===== config.mk =====
export PLATFORM = sky130hd
export DESIGN_NAME = encoder16to4_serial
export DESIGN_NICKNAME = d
export VERILOG_FILES = /design/src/rtl/encoder16to4_serial.sv
export SDC_FILE = /design/constraint.sdc
export NUM_CORES = 1
export LEC_CHECK = 0
export ABC_AREA = 1
export CAP_MARGIN = 20
export CORE_MARGIN = 2
export CORE_UTILIZATION = 47
export CTS_CLUSTER_DIAMETER = 40
export DETAILED_ROUTE_END_ITERATION = 10
export GPL_TIMING_DRIVEN = 1
export PLACE_DENSITY = 0.76
export SETUP_SLACK_MARGIN = 0.15
export SYNTH_ARGS = -nofsm -noshare
export SYNTH_HDL_FRONTEND = slang
export SYNTH_SLANG_ARGS = --single-unit

===== constraint.sdc =====
create_clock -name clk -period 1.8 [get_ports clk]
set_input_delay 0.27 -clock clk [delete_from_list [all_inputs] [get_ports clk]]
set_output_delay 0.27 -clock clk [all_outputs]
set_load 0.05 [all_outputs]

===== src/rtl/encoder16to4_serial.sv =====
// Sequential 16->4 encoder: loads a request vector, then emits the index of each set bit, one per handshake.
// Define ENCODER_MSB_FIRST_EN to give the highest set index priority (descending emission order).
module encoder16to4_serial (
    input  logic        clk,
    input  logic        rst_n,
    input  logic        in_valid,
    input  logic [15:0] in,
    output logic        in_ready,
    output logic        out_valid,
    output logic [3:0]  out,
    output logic        last,
    input  logic        out_ready
);

    typedef enum logic [0:0] {
        IDLE = 1'b0,
        SCAN = 1'b1
    } state_t;

    state_t      state_r;
    state_t      state_n_s;
    logic [15:0] pending_r;
    logic [15:0] pending_n_s;
    logic [3:0]  out_r;
    logic        last_r;
    logic        out_valid_r;
    logic        in_ready_r;

    // Index of the priority bit of a vector; zero when the vector is empty.
    function automatic logic [3:0] prio_idx(input logic [15:0] v);
        logic [3:0] idx;
        idx = 4'd0;
`ifdef ENCODER_MSB_FIRST_EN
        for (int i = 0; i < 16; i++) begin
            if (v[i]) begin
                idx = i[3:0];
            end else begin
                idx = idx;
            end
        end
`else
        for (int i = 15; i >= 0; i--) begin
            if (v[i]) begin
                idx = i[3:0];
            end else begin
                idx = idx;
            end
        end
`endif
        return idx;
    endfunction

    // True when exactly one bit of the vector is set.
    function automatic logic one_hot(input logic [15:0] v);
        return (v != 16'd0) && ((v & (v - 16'd1)) == 16'd0);
    endfunction

    // Next-state and next-pending decision for load and handshake.
    always_comb begin
        state_n_s   = state_r;
        pending_n_s = pending_r;
        case (state_r)
            IDLE: begin
                if (in_valid && (in != 16'd0)) begin
                    pending_n_s = in;
                    state_n_s   = SCAN;
                end else begin
                    pending_n_s = pending_r;
                    state_n_s   = IDLE;
                end
            end
            SCAN: begin
                if (out_ready) begin
                    pending_n_s = pending_r & ~(16'd1 << out_r);
                    if (last_r) begin
                        state_n_s = IDLE;
                    end else begin
                        state_n_s = SCAN;
                    end
                end else begin
                    pending_n_s = pending_r;
                    state_n_s   = SCAN;
                end
            end
            default: begin
                pending_n_s = 16'd0;
                state_n_s   = IDLE;
            end
        endcase
    end

    // State, pending vector and the outputs decoded from the next pending value.
    always_ff @(posedge clk or negedge rst_n) begin
        if (!rst_n) begin
            state_r     <= IDLE;
            pending_r   <= 16'd0;
            out_r       <= 4'd0;
            last_r      <= 1'b0;
            out_valid_r <= 1'b0;
            in_ready_r  <= 1'b1;
        end else begin
            state_r     <= state_n_s;
            pending_r   <= pending_n_s;
            out_r       <= prio_idx(pending_n_s);
            last_r      <= one_hot(pending_n_s);
            out_valid_r <= (state_n_s == SCAN);
            in_ready_r  <= (state_n_s == IDLE);
        end
    end

    assign in_ready  = in_ready_r;
    assign out_valid = out_valid_r;
    assign out       = out_r;
    assign last      = last_r;

endmodule


==> results.md <==
* Max-slew violation count at 0
* WP depth at 14
* Die width at 60.5 um
* GRT Total Usage at 0.274
* Reg-to-Reg End: last
* DRC at 0
* Total iterations of the first detailed-routing run at 4
* Leak at 1.14 nW
* Worst EP required at between 2 and 2.5 ns
* Clk sinks at 23
* Fmax at 0.491 GHz
* Largest family of logic cells by synthesized area: simple AND/OR/NAND/NOR gates
* Worst-path cell chain: clkdlybuf4s50_1 > inv_1 > nor2_4 > nand2_8 > buf_6 > o211ai_1 > nand2_1 > nor2_4 > nand2_4 > nor2_4 > inv_2 > o32ai_2 > nand2_1 > nor2_1
* Layout area overhead at 54.4%
* FF+latch count, synth at 23
* Antenna violations before repair at 0
* P_int at approximately 1.7 mW
* Ys Warns at 0
* Post-Synth Adder-Cell Area at 0
* Top-level I/O count at 27
* Gr ovfl total at 0
* Vias in the first global route at 1626
* TritonCTS Buffers at 3
* Post-detail-place hpwl at 3140 um
* Predominant post-synthesis flop cell: dfrtp_1
* Pwr dens at 1370 nW/um2
* Number of synthesized flops with an enable pin at 0
* Post-CTS Hold Buffers at 0
* Startpoint Class: input pin
* H-tree levels at 1
* Clock Power Share at 0.078
* Vias per cell at around 5
* Net count after synthesis at 220
* Routability congestion estimate at 0.902
* Starting Density at 0.491
* CP endpoint kind: flop
* Outcome: finished with violations
* Worst slew pin tran at 0.506 ns
* Slew margin rel. at 0.664
* CP max-delay cell: clkdlybuf4s50_1
* Most used cell, CP: nor2_4
* Avg Inst Size Synth at about 7.5 um2
* Setup slack, reg-to-reg at -0.23 ns
* CTS root buf: clkbuf_4
* Crit path kind: in -> reg
* Post-route antenna net violation count at 0
* Final WS setup at -0.235 ns
* Critical-path maximum fanout at 7
* Period utilization at 1.13
* CTS tree: built
* Most frequent cells in the layout: buf_4 (60), nand2_1 (46), inv_1 (23), nor2_1 (18), dlygate4sd2_1 (18)
* Share of power burned in registers at 0.259
* Post-Synth Simple-Gate Area at 0.352
* Max cap viols at 0
* Post-DR wirelength/cell at 13.6 um
* Worst Path Arrival at between 2 and 2.5 ns
* Comb power frac at 0.663
* Worst path max stage delay at 0.45 ns
* Post-Synth XOR/XNOR Area at 0
* Netlist cell types at 31
* Asr flop ratio synth at 1.00
* Psw at about 1.4 mW
* Final hold vios at 0
* First-pass GRT wire length at about 7300 um
* Post-route cell area at ~2300 um2
* Commonest non-fill, non-tap cell in the layout: buf_4
* Syn Inst Count at 200
* Post-layout min period at 2.03 ns
* Clock Path Buffers at 2
* Total Wirelength at 4470 um
* Fillers at between 200 and 250
* Drt initial violations at 99
* Register area share after synthesis at 0.385
* Max VDD drop at 747 uV
* Row count at 20
* Proportion of synthesized area in mux cells at 0
* Die ar. at 3660 um2
* CP delay by family, top: simple AND/OR/NAND/NOR gates
* Tot Pwr at 3.17 mW
* NumNets Final at 306
* Largest net degree at the start of global routing at 24
* DR vias at 1616
* Compound-cell area share of the yosys netlist at 0.161
* Clk Latency, worst-skew pair at 0.32 ns
* Net Sw Frac at 0.451
* Die H at slightly above 60 um
* Final setup vio count at 5
* RSZ-0062 raised after global routing: yes
* Hold Crit Class: in -> async
* Core ar. at ~3100 um2
* Reg-to-Reg Start: out_valid
* Area of placed instances at 2070 um2
* CTS clock-pin slew for the worst setup and hold paths at 0.13 ns
* Cell area after synthesis at 1500 um2
* Final antenna diode count at 0
* Clock skew at 0.00431 ns
* Layout cells sized above 1 at 0.425
* Failing checks: setup timing
* Crit path buf inv count at 4
* R2R depth at 13
* IO buf count at 26
* Setup_tns at -0.567 ns
==> sequential cells by signal (all words and copies together), names as in the netlist <==
name       flops
out_valid      1
in_ready       1
pending_r     16
out            4
last           1
==> through the flow <==
step,setup WS [ns],util,std cells,hold WS (ns)
3_5_place_dp,-0.677,0.679,308,0.507
6_report,-0.235,0.758,329,0.285
3_3_place_gp,-0.590,0.679,308,0.516
2_1_floorplan,-0.192,-,200,-0.0256
4_1_cts,-0.207,0.744,325,0.290
5_1_grt,-0.361,0.758,329,0.313
==> power groups by stage <==
| stage | logic [mW] | registers, mW | clock network (mW) |
|---|---|---|---|
| floorplan | 0.952 | 0.945 | 0 |
| global placement | 1.75 | 0.822 | 0 |
| detailed placement | 1.77 | 0.826 | 0 |
| CTS | 1.99 | 0.817 | 0.250 |
| global route | 2.30 | 0.836 | 0.279 |
| finish | 2.10 | 0.822 | 0.248 |
==> cell families after synthesis <==
family,count (synthesis)
flip-flops,23
AND/OR/NAND/NOR,108
buffers and inverters,32
AO/OA/AOI/OAI,37
==> worst reg2reg max path, delay by kind of cell, from the launching register on <==
family	cells	cell delay, ns
and+or+nand+nor	8	0.82
buffers and inverters	3	0.24
AOI/OAI and AO/OA	2	0.46
DFF	1	0.43
==> how the worst max path moves through the flow <==
stage	startpoint	endpoint	slack [ns]
2_1_floorplan	out_valid	last	-0.19
3_3_place_gp	in[5]	out[0]	-0.59
3_5_place_dp	in[5]	last	-0.68
4_1_cts	out_valid	last	-0.21
5_1_grt	out_valid	last	-0.36
6_report	in_valid	last	-0.23
==> per-layer routing <==
metal / wire length [um] / up-vias / share of wire / global-route usage
met5: 0 / - / 0 / 0
met2: 2240 / 28 / 0.50 / 0.467
met4: 90 / 0 / 0.020 / 0.106
li1: - / 805 / - / -
met1: 2020 / 773 / 0.45 / 0.365
met3: 118 / 10 / 0.026 / 0.0192
==> cells in the mapped netlist, types with 2 or more instances <==
| cell | count | area (um2) |
|---|---|---|
| o21ai_0 | 12 | 60.1 |
| nand3_1 | 12 | 60.1 |
| inv_2 | 3 | 11.3 |
| o21ai_1 | 5 | 25.0 |
| nand2_2 | 7 | 43.8 |
| inv_1 | 27 | 101 |
| a21oi_1 | 5 | 25.0 |
| nand2_4 | 2 | 22.5 |
| o21a_1 | 2 | 15.0 |
| nand2_1 | 50 | 188 |
| nor2_1 | 20 | 75.1 |
| or2_1 | 2 | 12.5 |
| buf_12 | 2 | 40.0 |
| dfrtp_1 | 22 | 551 |
| a21oi_2 | 2 | 17.5 |
| o211ai_2 | 3 | 37.5 |
| nor2_2 | 4 | 25.0 |
| nor2_4 | 5 | 56.3 |
| o211ai_1 | 2 | 15.0 |
| nand3b_1 | 2 | 15.0 |
==> timing repair <==
action / CTS / global route
setup endpoints to repair: 7 / 7
pin swaps: 28 / 17
setup buffers: 13 / 4
resized for setup: 44 / 8
==> final cells by class <==
type,count,area [um2],share of cell area
clock buffer,4,26.3,0.0114
inverter,30,118,0.0508
timing repair buffer,83,662,0.286
sequential,23,583,0.252
multi-input combinational,145,871,0.376
tap,44,55.1,0.0238
Power figures use the tool's default switching activity.
